==> src/rtl/cavlc_mb_scheduler.sv <==
// Macroblock scheduler for the CAVLC block decoder: issues the coded luma 4x4 blocks in order,
// derives each block's nC from its left/top neighbours and exports the edge TotalCoeff values.
module cavlc_mb_scheduler #(
    parameter int TC_W = 5
) (
    input  logic              Clk,
    input  logic              nReset,
    input  logic              Start,
    input  logic [3:0]        CbpLuma,
    input  logic              LeftAvail,
    input  logic              TopAvail,
    input  logic [4*TC_W-1:0] LeftTC,
    input  logic [4*TC_W-1:0] TopTC,
    input  logic              BlockDone,
    input  logic [TC_W-1:0]   TotalCoeff,
    output logic              BlockEnable,
    output logic [3:0]        BlkIdx,
    output logic [4:0]        nC,
    output logic              Busy,
    output logic              MbDone,
    output logic [4*TC_W-1:0] RightTC,
    output logic [4*TC_W-1:0] BottomTC
);

    typedef enum logic [1:0] {IDLE, ISSUE, WAIT_DONE, FINISH} state_t;

    state_t              r_state;
    state_t              w_state_nxt;
    logic [3:0]          r_cbp;
    logic                r_left_avail;
    logic                r_top_avail;
    logic [4*TC_W-1:0]   r_left_tc;
    logic [4*TC_W-1:0]   r_top_tc;
    logic [TC_W-1:0]     r_tc [16];
    logic [3:0]          r_blk_idx;
    logic [4:0]          r_nc;
    logic [4*TC_W-1:0]   r_right_tc;
    logic [4*TC_W-1:0]   r_bottom_tc;
    logic                r_empty_hold;

    logic [3:0]          w_first_idx;
    logic [3:0]          w_next_idx;
    logic [3:0]          w_tgt_idx;
    logic                w_is_last;
    logic                w_enable;
    logic                w_mb_done;
    logic                w_left_avail;
    logic                w_top_avail;
    logic [TC_W-1:0]     w_left_arr [4];
    logic [TC_W-1:0]     w_top_arr [4];
    logic [TC_W-1:0]     w_tc_eff [16];
    logic [1:0]          w_x;
    logic [1:0]          w_y;
    logic [1:0]          w_xm1;
    logic [1:0]          w_ym1;
    logic [TC_W-1:0]     w_na;
    logic [TC_W-1:0]     w_nb;
    logic                w_a_ok;
    logic                w_b_ok;
    logic [TC_W:0]       w_sum;
    logic [TC_W+1:0]     w_sum_rnd;
    logic [TC_W-1:0]     w_nc_calc;
    logic [4*TC_W-1:0]   w_right_nxt;
    logic [4*TC_W-1:0]   w_bottom_nxt;

    // Coded blocks come in whole quadrants, so only a quadrant boundary needs a search.
    always_comb begin
        w_first_idx = 4'd0;
        for (int q = 3; q >= 0; q--) begin
            if (CbpLuma[q]) w_first_idx = {2'(q), 2'b00};
        end
        w_next_idx = r_blk_idx + 4'd1;
        w_is_last  = 1'b0;
        if (r_blk_idx[1:0] == 2'd3) begin
            w_is_last = 1'b1;
            for (int q = 3; q >= 0; q--) begin
                if (r_cbp[q] && (q > int'(r_blk_idx[3:2]))) begin
                    w_next_idx = {2'(q), 2'b00};
                    w_is_last  = 1'b0;
                end
            end
        end
    end

    // In IDLE the neighbour context comes straight from the ports (latched on the same edge)
    // and the TC array reads as cleared; in WAIT_DONE the returning TotalCoeff is bypassed.
    always_comb begin
        w_left_avail = (r_state == IDLE) ? LeftAvail : r_left_avail;
        w_top_avail  = (r_state == IDLE) ? TopAvail  : r_top_avail;
        for (int i = 0; i < 4; i++) begin
            w_left_arr[i] = (r_state == IDLE) ? LeftTC[TC_W*i +: TC_W] : r_left_tc[TC_W*i +: TC_W];
            w_top_arr[i]  = (r_state == IDLE) ? TopTC[TC_W*i +: TC_W]  : r_top_tc[TC_W*i +: TC_W];
        end
        for (int i = 0; i < 16; i++) begin
            if (r_state == IDLE)
                w_tc_eff[i] = '0;
            else if ((r_state == WAIT_DONE) && BlockDone && (r_blk_idx == 4'(i)))
                w_tc_eff[i] = TotalCoeff;
            else
                w_tc_eff[i] = r_tc[i];
        end
        w_tgt_idx = (r_state == IDLE) ? w_first_idx : w_next_idx;
    end

    always_comb begin
        w_x    = {w_tgt_idx[2], w_tgt_idx[0]};
        w_y    = {w_tgt_idx[3], w_tgt_idx[1]};
        w_xm1  = w_x - 2'd1;
        w_ym1  = w_y - 2'd1;
        w_a_ok = 1'b1;
        w_b_ok = 1'b1;
        w_na   = '0;
        w_nb   = '0;
        if (w_x == 2'd0) begin
            w_a_ok = w_left_avail;
            w_na   = w_left_arr[w_y];
        end else begin
            w_na   = w_tc_eff[{w_y[1], w_xm1[1], w_y[0], w_xm1[0]}];
        end
        if (w_y == 2'd0) begin
            w_b_ok = w_top_avail;
            w_nb   = w_top_arr[w_x];
        end else begin
            w_nb   = w_tc_eff[{w_ym1[1], w_x[1], w_ym1[0], w_x[0]}];
        end
        w_sum     = {1'b0, w_na} + {1'b0, w_nb};
        w_sum_rnd = {1'b0, w_sum} + {{(TC_W+1){1'b0}}, 1'b1};
        case ({w_a_ok, w_b_ok})
            2'b11:   w_nc_calc = w_sum_rnd[TC_W:1];
            2'b10:   w_nc_calc = w_na;
            2'b01:   w_nc_calc = w_nb;
            default: w_nc_calc = '0;
        endcase
    end

    // Column 3 is idx {y1,1,y0,1}; row 3 is idx {1,x1,1,x0}.
    always_comb begin
        w_right_nxt  = '0;
        w_bottom_nxt = '0;
        for (int j = 0; j < 4; j++) begin
            w_right_nxt[TC_W*j +: TC_W]  = w_tc_eff[4'(8*(j/2) + 5 + 2*(j%2))];
            w_bottom_nxt[TC_W*j +: TC_W] = w_tc_eff[4'(10 + 4*(j/2) + (j%2))];
        end
    end

    always_comb begin
        w_state_nxt = r_state;
        w_enable    = 1'b0;
        w_mb_done   = 1'b0;
        case (r_state)
            IDLE: begin
                if (Start) w_state_nxt = (CbpLuma == 4'd0) ? FINISH : ISSUE;
            end
            ISSUE: begin
                w_enable    = 1'b1;
                w_state_nxt = WAIT_DONE;
            end
            WAIT_DONE: begin
                // Block FSM chains on Enable, so it must be low for the whole last block.
                w_enable = !w_is_last;
                if (BlockDone && w_is_last) w_state_nxt = FINISH;
            end
            FINISH: begin
                if (!r_empty_hold) begin
                    w_mb_done   = 1'b1;
                    w_state_nxt = IDLE;
                end
            end
            default: w_state_nxt = IDLE;
        endcase
    end

    always_ff @(posedge Clk or negedge nReset) begin
        if (!nReset) r_state <= IDLE;
        else         r_state <= w_state_nxt;
    end

    always_ff @(posedge Clk or negedge nReset) begin
        if (!nReset) begin
            r_cbp        <= '0;
            r_left_avail <= 1'b0;
            r_top_avail  <= 1'b0;
            r_left_tc    <= '0;
            r_top_tc     <= '0;
            r_blk_idx    <= '0;
            r_nc         <= '0;
            r_right_tc   <= '0;
            r_bottom_tc  <= '0;
            r_empty_hold <= 1'b0;
            for (int i = 0; i < 16; i++) r_tc[i] <= '0;
        end else begin
            if ((r_state == IDLE) && Start) begin
                r_cbp        <= CbpLuma;
                r_left_avail <= LeftAvail;
                r_top_avail  <= TopAvail;
                r_left_tc    <= LeftTC;
                r_top_tc     <= TopTC;
                r_empty_hold <= (CbpLuma == 4'd0);
                r_blk_idx    <= w_first_idx;
                r_nc         <= 5'(w_nc_calc);
                for (int i = 0; i < 16; i++) r_tc[i] <= '0;
            end
            if ((r_state == WAIT_DONE) && BlockDone) begin
                r_tc[r_blk_idx] <= TotalCoeff;
                if (!w_is_last) begin
                    r_blk_idx <= w_next_idx;
                    r_nc      <= 5'(w_nc_calc);
                end
            end
            if (r_state == FINISH) r_empty_hold <= 1'b0;
            // An empty macroblock holds FINISH one extra cycle before MbDone.
            if ((w_state_nxt == FINISH) && (r_state != FINISH)) begin
                r_right_tc  <= w_right_nxt;
                r_bottom_tc <= w_bottom_nxt;
            end
        end
    end

    assign BlockEnable = w_enable;
    assign BlkIdx      = r_blk_idx;
    assign nC          = r_nc;
    assign Busy        = (r_state != IDLE);
    assign MbDone      = w_mb_done;
    assign RightTC     = r_right_tc;
    assign BottomTC    = r_bottom_tc;

endmodule

==> config.mk <==
export PLATFORM = sky130hd
export DESIGN_NAME = cavlc_mb_scheduler
export DESIGN_NICKNAME = d
export VERILOG_FILES = /design/src/rtl/cavlc_mb_scheduler.sv
export SDC_FILE = /design/constraint.sdc
export NUM_CORES = 1
export LEC_CHECK = 0
export CORE_ASPECT_RATIO = 1.5
export CORE_MARGIN = 3
export CORE_UTILIZATION = 24
export DETAILED_ROUTE_END_ITERATION = 8
export DONT_BUFFER_PORTS = 1
export PLACE_DENSITY = 0.34
export RECOVER_POWER = 100
export SLEW_MARGIN = 20
export SYNTH_ARGS = -nofsm -noshare
export SYNTH_HDL_FRONTEND = slang
export SYNTH_SLANG_ARGS = --single-unit
==> constraint.sdc <==
create_clock -name Clk -period 10.06 [get_ports Clk]
set_input_delay 1.006 -clock Clk [delete_from_list [all_inputs] [get_ports Clk]]
set_output_delay 1.006 -clock Clk [all_outputs]
set_load 0.02 [all_outputs]
==> Yosys cells after proc, flatten, opt, wreduce, memory -nomap -nowiden <==
Index checks and enable logic that the tools add are counted.
{ "word_totals": {"regBits": 148, "latchBits": 0, "ramBits": 0, "rom_bits": 0, "input_bits": 55, "elab_cells": 194, "memories": 0} }
{ "op_classes": {"addsub": 5, "multipliers": 0, "div": 0, "n_lt_le_gt_ge": 9, "eq_ne": 24, "shifts": 0, "muxes": 93, "bitwise_logic": 5, "n_reduce_logical": 32} }
{ "ops": {"columns": ["cell", "n"], "rows": [
  ["$mux W5", 54],
  ["$mux W80", 2],
  ["$bwmux W80", 1],
  ["$mux W4", 12],
  ["$bmux W5 S4", 2],
  ["$eq A4 B4 Y1 const B", 8],
  ["$logic_and A1 B1 Y1", 24],
  ["$bmux W5 S2", 2],
  ["$demux W5 S4", 1],
  ["$eq A4 B3 Y1 const B", 4],
  ["$ge A5 B5 Y1 const B", 3],
  ["$not A4 Y5", 3],
  ["$pmux W5 S3", 1],
  ["$eq A2 B2 Y1 const B", 6],
  ["$mux W1", 12],
  ["$eq A4 B2 Y1 const B", 2],
  ["$logic_not A4 Y1", 2],
  ["$mux W2", 4],
  ["$pmux W2 S4", 1],
  ["$add A5 B5 Y6", 1],
  ["$add A6 B1 Y6 const B", 1],
  ["$ge A3 B3 Y1 const B", 2],
  ["$logic_not A2 Y1", 3],
  ["$not A2 Y3", 2],
  ["11 further kinds", 15]
]} }

==> Logic depth before layout (Yosys ltp) <==
{ "depth": {"ltp_word": 19, "mapped_depth": 25, "ltp_nobuf": 21} }

==> Least setup slack after synthesis <==
OpenSTA, ideal clock, no wires.
{ "synth_timing": {"kind": "flip-flop to flip-flop", "from": "reg r_blk_idx[0], in the netlist BlkIdx[0]", "to": "reg r_nc[3], in the netlist nC[3]", "t_arrival_ps": 4999, "required_ps": 9937, "setup_slack_ps": 4938, "path_stages_with_launch": 26, "path_buffers": 7, "path_cell_list": "dfrtp_1 ha_1 clkbuf_1 nor2_1 a211o_1 buf_6 o21ai_4 inv_1 clkbuf_1 buf_1 ha_1 clkbuf_1 clkbuf_1 clkbuf_1 nor2_1 a21oi_1 o21ai_0 o211ai_1 nand4_1 a31oi_1 ha_1 a21o_1 a21oi_1 xor2_1 o21ai_0 o221a_2"} }
{ "synth_via": {"elab_chain_len": 18, "elab_cells_between_ends": 105, "classes_between": "5 x add/sub; 19 x eq/ne; 58 x mux; 4 x bitwise; 19 x reduce/logical"} }
{ "synth_rtl": {"columns": ["item", "line", "source"], "rows": [
  ["start: declaration", "35", "logic [3:0] r_blk_idx;"],
  ["start signal: assignment", "199", "r_blk_idx <= w_first_idx;"],
  ["start signal: assignment", "206", "r_blk_idx <= w_next_idx;"],
  ["$add A4 B1 Y4", "72", "w_next_idx = r_blk_idx + 4'd1;"],
  ["$mux W4 (3 in a row)", "77", "if (r_cbp[q] && (q > int'(r_blk_idx[3:2]))) begin"],
  ["$mux W4", "74", "if (r_blk_idx[1:0] == 2'd3) begin"],
  ["$mux W4", "102", "w_tgt_idx = (r_state == IDLE) ? w_first_idx : w_next_idx;"],
  ["$sub A2 B1 Y2 (on tied branches)", "108, 109", null],
  ["$not A4 Y5 (on tied branches)", "118, 124", null],
  ["$bmux W5 S4 (on tied branches)", "118, 124", null],
  ["$mux W5 (on tied branches) (2 in a row)", "118, 124", null],
  ["$mux W5 (on tied branches)", "114, 120", null],
  ["$add A5 B5 Y6", "126", "w_sum = {1'b0, w_na} + {1'b0, w_nb};"],
  ["$add A6 B1 Y6", "127", "w_sum_rnd = {1'b0, w_sum} + {{(TC_W+1){1'b0}}, 1'b1};"],
  ["$pmux W5 S3", "128", "case ({w_a_ok, w_b_ok})"],
  ["$mux W5", "192", "if ((r_state == IDLE) && Start) begin"],
  ["$mux W5", "205", "if (!w_is_last) begin"],
  ["$mux W5 *", "203", "if ((r_state == WAIT_DONE) && BlockDone) begin"],
  ["end signal: assignment", "200", "r_nc <= 5'(w_nc_calc);"],
  ["end signal: assignment", "207", "r_nc <= 5'(w_nc_calc);"],
  ["end: declaration", "36", "logic [4:0] r_nc;"]
]} }
Every way passes the cells marked *; elsewhere a longest branch is shown, timed or not. The select of a mux whose other input is x is not followed.
A chain may end at the register's enable or synchronous reset.

==> Worst setup path in the final report <==
{ "layout_timing": {"from": "reg r_state[0]", "to": "reg r_nc[3], in the netlist nC[3]"} }
{ "layout_via": {"elab_chain_len": 15, "elab_cells_between_ends": 96, "classes_between": "4 x add/sub; 4 x eq/ne; 63 x mux; 4 x bitwise; 21 x reduce/logical"} }
{ "layout_rtl": {"columns": ["item", "line", "source"], "rows": [
  ["start: declaration", "27", "state_t r_state;"],
  ["start signal: assignment", "175", "else r_state <= w_state_nxt;"],
  ["branches (longest 14 deep; another with $add A5 B5 Y6)", null, null],
  ["$mux W5 *", "203", null]
]} }
Every way passes the cells marked *. The select of a mux whose other input is x is not followed.

==> reports/qor.csv <==
metric,value,unit
status,"finished, violations left",
violated checks,"max-capacitance violations, max-slew violations",
pre-CTS WS,3.809,ns
"FFs w/ async S/R, synth",1.000,
Comb power frac,0.609,
largest net degree at the start of global routing,148,
most frequent cells in the layout,"nand2_1 (314), dfrtp_1 (147), nor2_1 (91), o21ai_0 (90), nand3_1 (84)",
"flops & latches, synth",147,
Hold WC Path Type,in2async,
nature of the critical path startpoint,register,
CTS H-tree depth,4,
vias in the first global route,9438,
area of the multi-input gates,5637,sq um
number of setup buffers added after CTS,0,
max incr delay on CP,1.92,ns
post-layout min period,7.774,ns
top_reg_cell synth,dfrtp_1,
CP bufs+invs,6,
distinct cell type count after synthesis,74,
Internal Pwr Total,0.002087,W
setup_tns,0,ns
clk root buf,clkbuf_16,
"Cell Area, Synth",9910,sq um
gr ovfl total,0,
Critical Path Source,r_state[0],
final worst slack,2.286,ns
sequential share of power,0.221,
"EDFF count, synth",0,
GPL Wtd Cong,0.8980,
CORE AREA,40540,sq um
RSZ-0062 raised after global routing,no,
worst path cell trace,"inv_1, ha_1, clkbuf_1, inv_1, nor3_1, a21oi_2, buf_4, ha_1, inv_1, nor2_1, a32oi_1, a32oi_1, o21ai_0, nor2_1, fa_1, inv_1, a21o_1, a21oi_1, xor2_1, o21ai_0, o221a_2",
WP data arrival,8.12,ns
CP max FO,49,
Num Clock Sinks,147,
DIE WIDTH,171.9,um
Reg-to-Reg Start,r_state[0],
total number of vias,9368,
"leading cell type in the layout, fill and taps excluded",nand2_1,
first-pass GRT wire length,64780,um
# diodes,0,
R2R Setup Slk,2.29,ns
max_cap viols,4,
DR vias/cell,5.399,
CTS tree,yes,
DP HPWL,30790,um
Rows,90,
CTS buffer count,17,
syn_area_per_cell,7.754,sq um
Worst R2R Path Depth,21,
clk_skew,0.01770,ns
Fmax achieved,128.6,MHz
RR Endpoint,nC[3],
LEAKAGE,4.711,nW
Worst slew margin,-1.182,
First-pass DRT Iterations,5,
Residual DRC,0,
final WL,43750,um
synth warn,0,
Worst EP required,10.40,ns
clock edge transition at the registers on the reported setup and hold paths,0.07,ns
sequential fraction of the synthesis area,0.3712,
Wirelength per Cell,25.22,um
Post-DRT Antenna Nets,0,
Worst path depth,21,
die area,43810,sq um
Worst IR Drop VDD,0.1598,mV
Crit path max-delay family,buffers and inverters,
post-synthesis instance total,1278,
Clock Latency Late Sink,0.46,ns
Initial DRC Count,749,
final number of max-transition violations,219,
Fillers,4468,
PortBufs,0,
Most Frequent Cell on Critical Path,inv_1,
Sw Share,0.5168,
CP max stage cell,clkbuf_1,
Clk network pwr share,0.171,
"Hold Vio Cnt, Final",0,
clk buf depth,2,
die height,254.9,um
Final period util,0.7728,
PwrDens,399.0,nW/um^2
area delta synth->final,9.243,%
CTS Hold Bufs,0,
FF/Latch Area,3679,sq um
crit path capture,nC[3],
actual slew at the worst max-slew pin,3.273,ns
Nets,1288,
Crit Path Category,reg2reg,
sw power,0.002232,W
initial antenna violation count,0,
GRT Total Usage,0.2013,
Initial Util,0.2444,
post-CTS resize count,0,
final setup vio count,0,
share of post-route cells with drive strength above 1,0.06509,
Crit. End Element,register,
I/O Pins,107,
## worst register-to-register path: cells and delay by family, from the launching register on
family	cells	cell delay [ns]
AO/OA/AOI/OAI	8	1.41
XOR/XNOR	1	0.16
adder cells (fa/ha/maj)	3	1.04
buffers and inverters	6	3.76
flip-flops	1	0.44
AND/OR/NAND/NOR	3	0.84
## state kept, by name (all words and copies together) (netlist names)
name and flops:
r_left_avail 1, BlkIdx 4, r_top_avail 1, r_cbp 3, r_state 2, r_tc 80, r_left_tc 20, nC 5
RightTC 10, r_top_tc 20, r_empty_hold 1
## power by group through the flow
stage	Combinational (W)	Clock, W	Sequential, W
after floorplan	0.00182	0	0.000898
after global placement	0.00262	0	0.000968
after detailed placement	0.00261	0	0.000968
after CTS	0.00262	0.000758	0.000959
after global routing	0.00288	0.000779	0.000979
final	0.00263	0.000737	0.000954
## synthesized netlist by cell type (all sizes together) (7+ instances only)
cell	count	share of area
and2	7	0.0044
ha	15	0.019
o211ai	22	0.017
nand2	315	0.12
buf	50	0.033
a21o	7	0.0053
o32a	8	0.0081
o21ai	92	0.048
a2111oi	9	0.0080
nand4	8	0.0051
nor2	92	0.035
o311ai	7	0.0062
a31oi	19	0.012
or3	9	0.0057
clkbuf	80	0.030
a22o	11	0.0097
nand3	84	0.042
a211oi	18	0.014
o31ai	12	0.0096
a21oi	58	0.030
dfrtp	147	0.37
mux2i	36	0.036
nor3	27	0.014
and3	20	0.013
inv	20	0.0076
## area by class of cell
class | instances | area share
Timing Repair Buffer | 21 | 0.01318
Inverter | 21 | 0.007282
Sequential cell | 147 | 0.3398
Clock inverter | 12 | 0.01872
Clock buffer | 19 | 0.04184
Tap cell | 506 | 0.05848
Multi-Input combinational cell | 1009 | 0.5207
## worst min path at each step
stage,end,depth (start not counted),start
floorplan,r_left_tc[13],2,r_left_tc[13]
global placement,r_left_tc[13],2,r_left_tc[13]
detailed placement,r_left_tc[2],2,r_left_tc[2]
CTS,RightTC[4],0,nReset
global route,RightTC[4],0,nReset
finish,RightTC[4],0,nReset
## through the flow
step | util | hold slack [ns] | power, W | instances | instance area (sq um)
2_1_floorplan | - | 0.4401 | 0.002723 | 1307 | 10020
5_1_grt | 0.2670 | 0.2186 | 0.004634 | 1735 | 10830
3_5_place_dp | 0.2517 | 0.4569 | 0.003582 | 1704 | 10200
6_report | 0.2670 | 0.2371 | 0.004319 | 1735 | 10830
3_3_place_gp | 0.2517 | 0.4536 | 0.003585 | 1704 | 10200
4_1_cts | 0.2678 | 0.2203 | 0.004340 | 1735 | 10860
## layer usage
| metal | vias to the layer above | global-route usage | wire length [um] |
|---|---|---|---|
| li1 | 4360 | - | - |
| met1 | 4635 | 0.2340 | 16900 |
| met2 | 296 | 0.3580 | 22960 |
| met3 | 77 | 0.03260 | 1994 |
| met4 | 0 | 0.09655 | 1896 |
| met5 | - | 0 | 0 |
## logic make-up (layout without fill, tap and decap cells)
kind of cell             Yosys count  count (layout)  synth area share
AND/OR/NAND/NOR                  588             588            0.2568
AO/OA/AOI/OAI                    323             323            0.2201
buffers and inverters            151              73           0.07159
flip-flops                       147             147            0.3712
multiplexers                      47              47           0.05455
adder cells (fa/ha/maj)           16              16           0.02096
XOR/XNOR                           5               5          0.004420
other                              1              30         0.0003784
No activity file was read; power rests on OpenSTA's default activity.
